<file path="src/rtl/min_reduce_pkg.sv">
// Shared types and sizing helpers for the signed-minimum reduction controller.
package min_reduce_pkg;

  localparam int unsigned DEF_WIDTH   = 16;
  localparam int unsigned DEF_MAX_LEN = 256;

  typedef enum logic [1:0] {
    IDLE  = 2'd0,
    ACCUM = 2'd1,
    HOLD  = 2'd2
  } state_t;

  // Bits needed to hold a count in the range 0..max_len inclusive.
  function automatic int unsigned calc_cw(input int unsigned max_len);
    return $clog2(max_len + 1);
  endfunction

endpackage

</file>
<file path="src/rtl/min_reduce_int16_ctrl_gt.sv">
// Signed greater-than comparator: gt = (a > b) for two's-complement operands.
// IMPL_TYPE 0 uses the native signed compare; any other value biases the
// sign bits and uses an unsigned compare.
module gt_int_nbit #(
  parameter int unsigned WIDTH     = 16,
  parameter int unsigned IMPL_TYPE = 0
) (
  input  logic [WIDTH-1:0] a,
  input  logic [WIDTH-1:0] b,
  output logic             gt
);

  generate
    if (IMPL_TYPE == 0) begin : g_native
      // Native signed compare.
      assign gt = $signed(a) > $signed(b);
    end else begin : g_biased
      logic [WIDTH-1:0] a_bias;
      logic [WIDTH-1:0] b_bias;
      // Flipping the sign bit maps signed order onto unsigned order.
      assign a_bias = {~a[WIDTH-1], a[WIDTH-2:0]};
      assign b_bias = {~b[WIDTH-1], b[WIDTH-2:0]};
      assign gt     = a_bias > b_bias;
    end
  endgenerate

endmodule

</file>
<file path="src/rtl/min_reduce_int16_ctrl.sv">
// Streaming signed-minimum reduction controller with burst count.
// Optional argmin tracking (out_idx port, idx register) is enabled by
// defining MIN_REDUCE_ARGMIN_EN.
module min_reduce_int16_ctrl
  import min_reduce_pkg::*;
#(
  parameter int unsigned WIDTH     = DEF_WIDTH,
  parameter int unsigned IMPL_TYPE = 0,
  parameter int unsigned MAX_LEN   = DEF_MAX_LEN,
  localparam int unsigned CW       = calc_cw(MAX_LEN)
) (
  input  logic             clk,
  input  logic             rst_n,
  input  logic             in_valid,
  output logic             in_ready,
  input  logic [WIDTH-1:0] in_data,
  input  logic             in_last,
  output logic             out_valid,
  input  logic             out_ready,
  output logic [WIDTH-1:0] out_min,
  output logic [CW-1:0]    out_count
`ifdef MIN_REDUCE_ARGMIN_EN
  ,
  output logic [CW-1:0]    out_idx
`endif
);

  state_t           state;
  state_t           state_next;
  logic [WIDTH-1:0] run_min;
  logic [WIDTH-1:0] min_next;
  logic [CW-1:0]    count;
  logic [CW-1:0]    count_next;
  logic             gt;
  logic             take;
  logic             give;
`ifdef MIN_REDUCE_ARGMIN_EN
  logic [CW-1:0]    idx;
  logic [CW-1:0]    idx_next;
`endif

  // Single shared comparator: is the running minimum above the new operand?
  gt_int_nbit #(
    .WIDTH     (WIDTH),
    .IMPL_TYPE (IMPL_TYPE)
  ) u_gt (
    .a  (run_min),
    .b  (in_data),
    .gt (gt)
  );

  assign take      = in_valid && in_ready;
  assign give      = out_valid && out_ready;
  assign out_min   = run_min;
  assign out_count = count;
`ifdef MIN_REDUCE_ARGMIN_EN
  assign out_idx   = idx;
`endif

  // Next-state and datapath update.
  always_comb begin
    state_next = state;
    min_next   = run_min;
    count_next = count;
`ifdef MIN_REDUCE_ARGMIN_EN
    idx_next   = idx;
`endif
    case (state)
      IDLE: begin
        if (take) begin
          min_next   = in_data;
          count_next = CW'(1);
`ifdef MIN_REDUCE_ARGMIN_EN
          idx_next   = '0;
`endif
          state_next = in_last ? HOLD : ACCUM;
        end
      end
      ACCUM: begin
        if (take) begin
          if (gt) begin
            min_next = in_data;
`ifdef MIN_REDUCE_ARGMIN_EN
            idx_next = count;
`endif
          end
          // count never exceeds MAX_LEN, so idx inherits the same ceiling.
          if (count < CW'(MAX_LEN)) begin
            count_next = count + CW'(1);
          end
          if (in_last) begin
            state_next = HOLD;
          end
        end
      end
      HOLD: begin
        if (give) begin
          state_next = IDLE;
        end
      end
      default: state_next = IDLE;
    endcase
  end

  // State, handshake flags and result registers.
  always_ff @(posedge clk or negedge rst_n) begin
    if (!rst_n) begin
      state     <= IDLE;
      in_ready  <= 1'b1;
      out_valid <= 1'b0;
      run_min   <= '0;
      count     <= '0;
`ifdef MIN_REDUCE_ARGMIN_EN
      idx       <= '0;
`endif
    end else begin
      state     <= state_next;
      in_ready  <= (state_next != HOLD);
      out_valid <= (state_next == HOLD);
      run_min   <= min_next;
      count     <= count_next;
`ifdef MIN_REDUCE_ARGMIN_EN
      idx       <= idx_next;
`endif
    end
  end

endmodule

</file>
<file path="config.mk">
export PLATFORM = sky130hd
export DESIGN_NAME = min_reduce_int16_ctrl
export DESIGN_NICKNAME = d
export VERILOG_FILES = /design/src/rtl/min_reduce_pkg.sv /design/src/rtl/min_reduce_int16_ctrl_gt.sv /design/src/rtl/min_reduce_int16_ctrl.sv
export SDC_FILE = /design/constraint.sdc
export NUM_CORES = 1
export LEC_CHECK = 0
export ABC_CLOCK_PERIOD_IN_PS = 4400
export CAP_MARGIN = 25
export CORE_ASPECT_RATIO = 1.1
export CORE_MARGIN = 4
export CORE_UTILIZATION = 42
export CTS_BUF_LIST = sky130_fd_sc_hd__clkbuf_4 sky130_fd_sc_hd__clkbuf_8 sky130_fd_sc_hd__clkbuf_16
export CTS_CLUSTER_SIZE = 40
export DETAILED_ROUTE_END_ITERATION = 16
export PLACE_DENSITY = 0.8
export SYNTH_ARGS = -nofsm -noshare
export SYNTH_HDL_FRONTEND = slang
export SYNTH_SLANG_ARGS = --single-unit
</file>
<file path="constraint.sdc">
create_clock -name clk -period 4.4 [get_ports clk]
set_clock_uncertainty 0.15 [all_clocks]
set_input_delay 0.66 -clock clk [delete_from_list [all_inputs] [get_ports clk]]
set_output_delay 0.66 -clock clk [all_outputs]
set_load 0.01 [all_outputs]
</file>
# Word-level counts from Yosys, hierarchy flattened
# Index checks and enable logic that the tools add are counted.
# word_totals
register_bits	29
input_bits	21
out_inout_bits	27
# classes
n_addsub	1
n_lt_le_gt_ge	2
eq_ne	8
n_mux	14
reduce_logical	6
# ops
cell	count
2-to-1 mux 16 bit	3
case mux 16 bit (2 select lines)	1
2-to-1 mux 9 bit	3
case mux 9 bit (2 select lines)	1
greater-than comparator 16 bit	1
2-to-1 mux 2 bit	5
!= test 2 bit, second input constant	5
adder 9 x 1 -> 9 bit, second input constant	1
less-than comparator 9 bit, second input constant	1
AND reduction 4 bit	2
case mux 2 bit (3 select lines)	1
equality test 2 bit, second input constant	2
equality test 2 x 1 -> 1 bit, second input constant	1
logical AND 1 bit	2
zero test 2 bit	1
nonzero test 2 bit	1

# Longest topological paths before layout
# logic_depth
depth_word	4
ltp_mapped	9

# By module
# Synthesis repeated with hierarchy kept, for this count alone.
# unflattened
cells_unflattened	160
area_unflattened_um2	1694.1
# by_module_without_submodules
mod	instances	cells_per_inst	area_each_um2	seq_area_each_um2
min_reduce_int16_ctrl	1	102	1277.5	726.9
gt_int_nbit	1	58	416.6	0.0

# Least setup slack after synthesis
# Ideal clock, no wire load.
# synth_path
path_kind	in2reg
from	in in_data[15]
to	reg run_min[10] (netlist: out_min[10])
setup_ns	0.125
arrival_time_ns	2.650
required_ns	4.125
slack_ns	1.475
stages	9
n_path_buf	1
cell_sequence	inv_1 -> ha_1 -> nand4_2 -> nor4_2 -> a21boi_2 -> nor2b_1 -> o311ai_4 -> buf_12 -> mux2_4
# synth_between
elab_chain_len	3
# synth_lines
element	line_no	source
start: declaration	min_reduce_int16_ctrl.sv:16	input logic [WIDTH-1:0] in_data,
greater-than comparator 16 bit	min_reduce_int16_ctrl_gt.sv:16	assign gt = $signed(a) > $signed(b);
!= test 2 bit (no source line)	-	
AND reduction 4 bit (no source line)	-	
end signal: assignment	min_reduce_int16_ctrl.sv:120	run_min <= min_next;
end: declaration	min_reduce_int16_ctrl.sv:30	logic [WIDTH-1:0] run_min;
# Every way passes these cells.
# A chain may end at the register's enable or synchronous reset.

# Worst setup path after layout
# layout_path
from	in in_data[15]
to	reg run_min[9] (netlist: out_min[9])
# Same word-level chain as after synthesis.

==> flow_summary_export.csv <==
group,metric,value,unit
worst_setup_path,reg2reg_slack,1380,ps
worst_setup_path,crit_buf_inv,3,
clock_network,postCtsHoldBufs,0,
flow_run,drv_cap,0,
floorplan,die_h,74.0,um
yosys,synth_cell_types,33,
worst_setup_path,crit_slowest_cell,"o311ai_4",
drt,firstDrtPassIters,4,
finish,final_cell_mix,"47 x clkdlybuf4s50_1, 28 x dfrtp_1, 19 x inv_1",
drt,drt-initial-drc-count,50,
clock_network,numCtsBuffers,5,
yosys,synth_seq_cells,29,
sta,hold_violations,0,
yosys,yosysWarnings,0,
sta,relSlewSlack,54.0,%
drt,detail-route-antenna-nets,0,
worst_setup_path,crit_required,4410,ps
worst_hold_path,min_path_cells,1,
pwr,p_leak,1.05,nW
worst_setup_path,path_cells,"clkdlybuf4s50_1, inv_1, ha_1, nand4_2, nor4_2, a21boi_2, nor2b_1, o311ai_4, buf_4, mux2_4",
yosys,synth_area_leaders,"dfrtp_1 42%, ha_1 13%, mux2_4 9.0%",
global_route,grt_pass1_vias,1318,
drt,routed_wl,3.40,mm
worst_setup_path,reg2reg_to,"out_min[9]",
worst_setup_path,worstSetupPathDepth,10,
floorplan,initial_core_util,44.4,%
drt,wire_per_inst,13.4,um
sta,min_period_over_period,79.9,%
drt,via_per_inst,5.04,
finish,finalInstanceArea,2290,um^2
sta,max_freq,284,MHz
worst_setup_path,startpoint_type,"input pin",
floorplan,row_count,23,
pwr,vdd_drop_max,341,uV
worst_hold_path,min_path_type,"register to register",
worst_setup_path,crit_path_max_incr_delay,530,ps
worst_setup_path,cp_max_fo,9,
outcome,status,"finished clean",
placement,dp_slack,590,ps
finish,final_common_cell,"clkdlybuf4s50_1",
yosys,synth_nets,186,
clock_network,cts_max_path_buffers,2,
yosys,synth_seq_area_share,43.8,%
sta,fin_ws,884,ps
sta,period_needed,3520,ps
placement,dpl_cell_area,2190,um^2
worst_setup_path,critPathKind,"input pin to register",
placement,place_congestion,0.722,
yosys,syn_inst,148,
worst_setup_path,cp.arrival,3520,ps
floorplan,die_area,5030,um^2
yosys,synth_top_cell_area_share,42.2,%
yosys,syn_area,1660,um^2
placement,hpwl,2.73,mm
floorplan,die_w,68.0,um
clock_network,post_cts_resized,0,
finish,area_delta_synth_final,37.9,%
placement,numPortBuffers,47,
sta,finalSetupTns,0,ps
global_route,grt_usage,15.2,%
clock_network,cts_setup_buffers,0,
global_route,antenna_found_initial,0,
worst_hold_path,holdPathEnd,"out_min[0]",
drt,vias,1281,
global_route,grt_start_max_net_pins,18,
global_route,overflow,0,
worst_setup_path,worst_r2r_startpoint,"out_min[15]",
clock_network,clkSinkCount,29,
finish,fin_cells,254,
clock_network,ctsHtreeMaxLevel,2,
clock_network,root_buffer,"clkbuf_8",
worst_setup_path,cp-end-kind,"register",
sta,drv_slew,0,
worst_setup_path,critPathLaunch,"in_data[15]",
drt,drc,0,
worst_setup_path,reg2reg_depth,8,
pwr,power_density,613,nW/um^2
finish,layout-drive-gt1-share,16.2,%
clock_network,cts_tree,"built",
sta,final-setup-viol-count,0,
worst_setup_path,crit_family,"buffers and inverters",
sta,rsz0062_at_grt,"no",
global_route,grt_pass1_wl,5.86,mm
finish,n_antenna_cell,0,
yosys,yosys.area.top_type,"dfrtp_1",
worst_hold_path,hold_start,"out_min[0]",
clock_network,clock_latency,270,ps
floorplan,core,3740,um^2
sta,worst_slew_pin_slew,685,ps
clock_network,clk_pin_slew_worst_paths,60,ps
finish,nets,241,
placement,dp.cells,246,
floorplan,ios,48,
yosys,avgSynthCellArea,11.2,um^2
==> kinds of logic (layout without fill, tap and decap cells) <==
kind of cell / Yosys count / count (layout) / share of synthesized area (%)
multiplexers: 16 / 16 / 13.1
XOR/XNOR: 4 / 4 / 2.11
flip-flops: 29 / 29 / 43.8
adder cells (fa/ha/maj): 17 / 17 / 12.8
buffers and inverters: 21 / 77 / 5.72
AO/OA/AOI/OAI: 24 / 24 / 9.79
AND/OR/NAND/NOR: 37 / 37 / 12.7
==> final cells by class <==
| cell class | instances | area, um^2 |
|---|---|---|
| Fill cell | 335 | 1450 |
| Multi-Input combinational cell | 98 | 840 |
| Sequential cell | 29 | 727 |
| Timing Repair Buffer | 50 | 493 |
| Clock buffer | 8 | 97.6 |
| Inverter | 19 | 71.3 |
| Tap cell | 50 | 62.6 |
==> synthesized netlist by cell type, drive strengths merged <==
cell type  instances
nor4               1
nor2b              3
nand4              5
a311oi             1
nand3b             1
and4               1
nor2               7
a21oi             11
dfstp              1
o211ai             1
a21boi             1
nand2              8
inv               19
a211oi             1
nor4b              1
nor3b              1
nand3              3
o21ai              6
clkbuf             1
xor2               4
a2111oi            1
o311ai             1
or3                2
o21a               1
and3               1
buf                1
ha                17
dfrtp             28
mux2              16
nor3               3
==> per-layer routing <==
metal | global-route usage [%] | share of wire (%) | wire length, um
met5 | 0 | 0 | 0
met4 | 3.97 | 1.1 | 36
met3 | 3.78 | 6.1 | 206
met2 | 26.3 | 49 | 1680
met1 | 18.9 | 43 | 1480
==> state kept, by name (all words and copies together), names as in the netlist <==
signal,count
out_min,16
out_count,9
state,2
in_ready,1
out_valid,1
==> report_power, final <==
group | switching (mW) | internal [mW] | leakage, nW
logic | 0.282 | 0.408 | 0.645
clock network | 0.0966 | 0.140 | 0.0523
registers | 0.103 | 0.375 | 0.357
==> metrics by stage <==
step	hold slack, ps	utilization [%]	total power [mW]
2_1_floorplan	214	-	0.885
3_3_place_gp	375	58.6	1.16
3_5_place_dp	379	58.6	1.18
4_1_cts	397	61.2	1.42
5_1_grt	410	61.2	1.51
6_report	388	61.2	1.40
==> worst reg2reg max path, delay by kind of cell, from the launching register on <==
kind	cells	cell delay [ps]
DFF	1	400
AOI/OAI and AO/OA	2	750
adders and majority gates	1	370
buffers and inverters	1	310
and+or+nand+nor	3	610
muxes	1	310
==> how the worst max path moves through the flow <==
stage	slack [ps]	to
floorplan	1470	out_min[10]
global placement	670	out_min[5]
detailed placement	590	out_min[9]
CTS	870	out_min[9]
global route	670	out_min[6]
finish	880	out_min[9]
(Power assumes the default switching activity.)
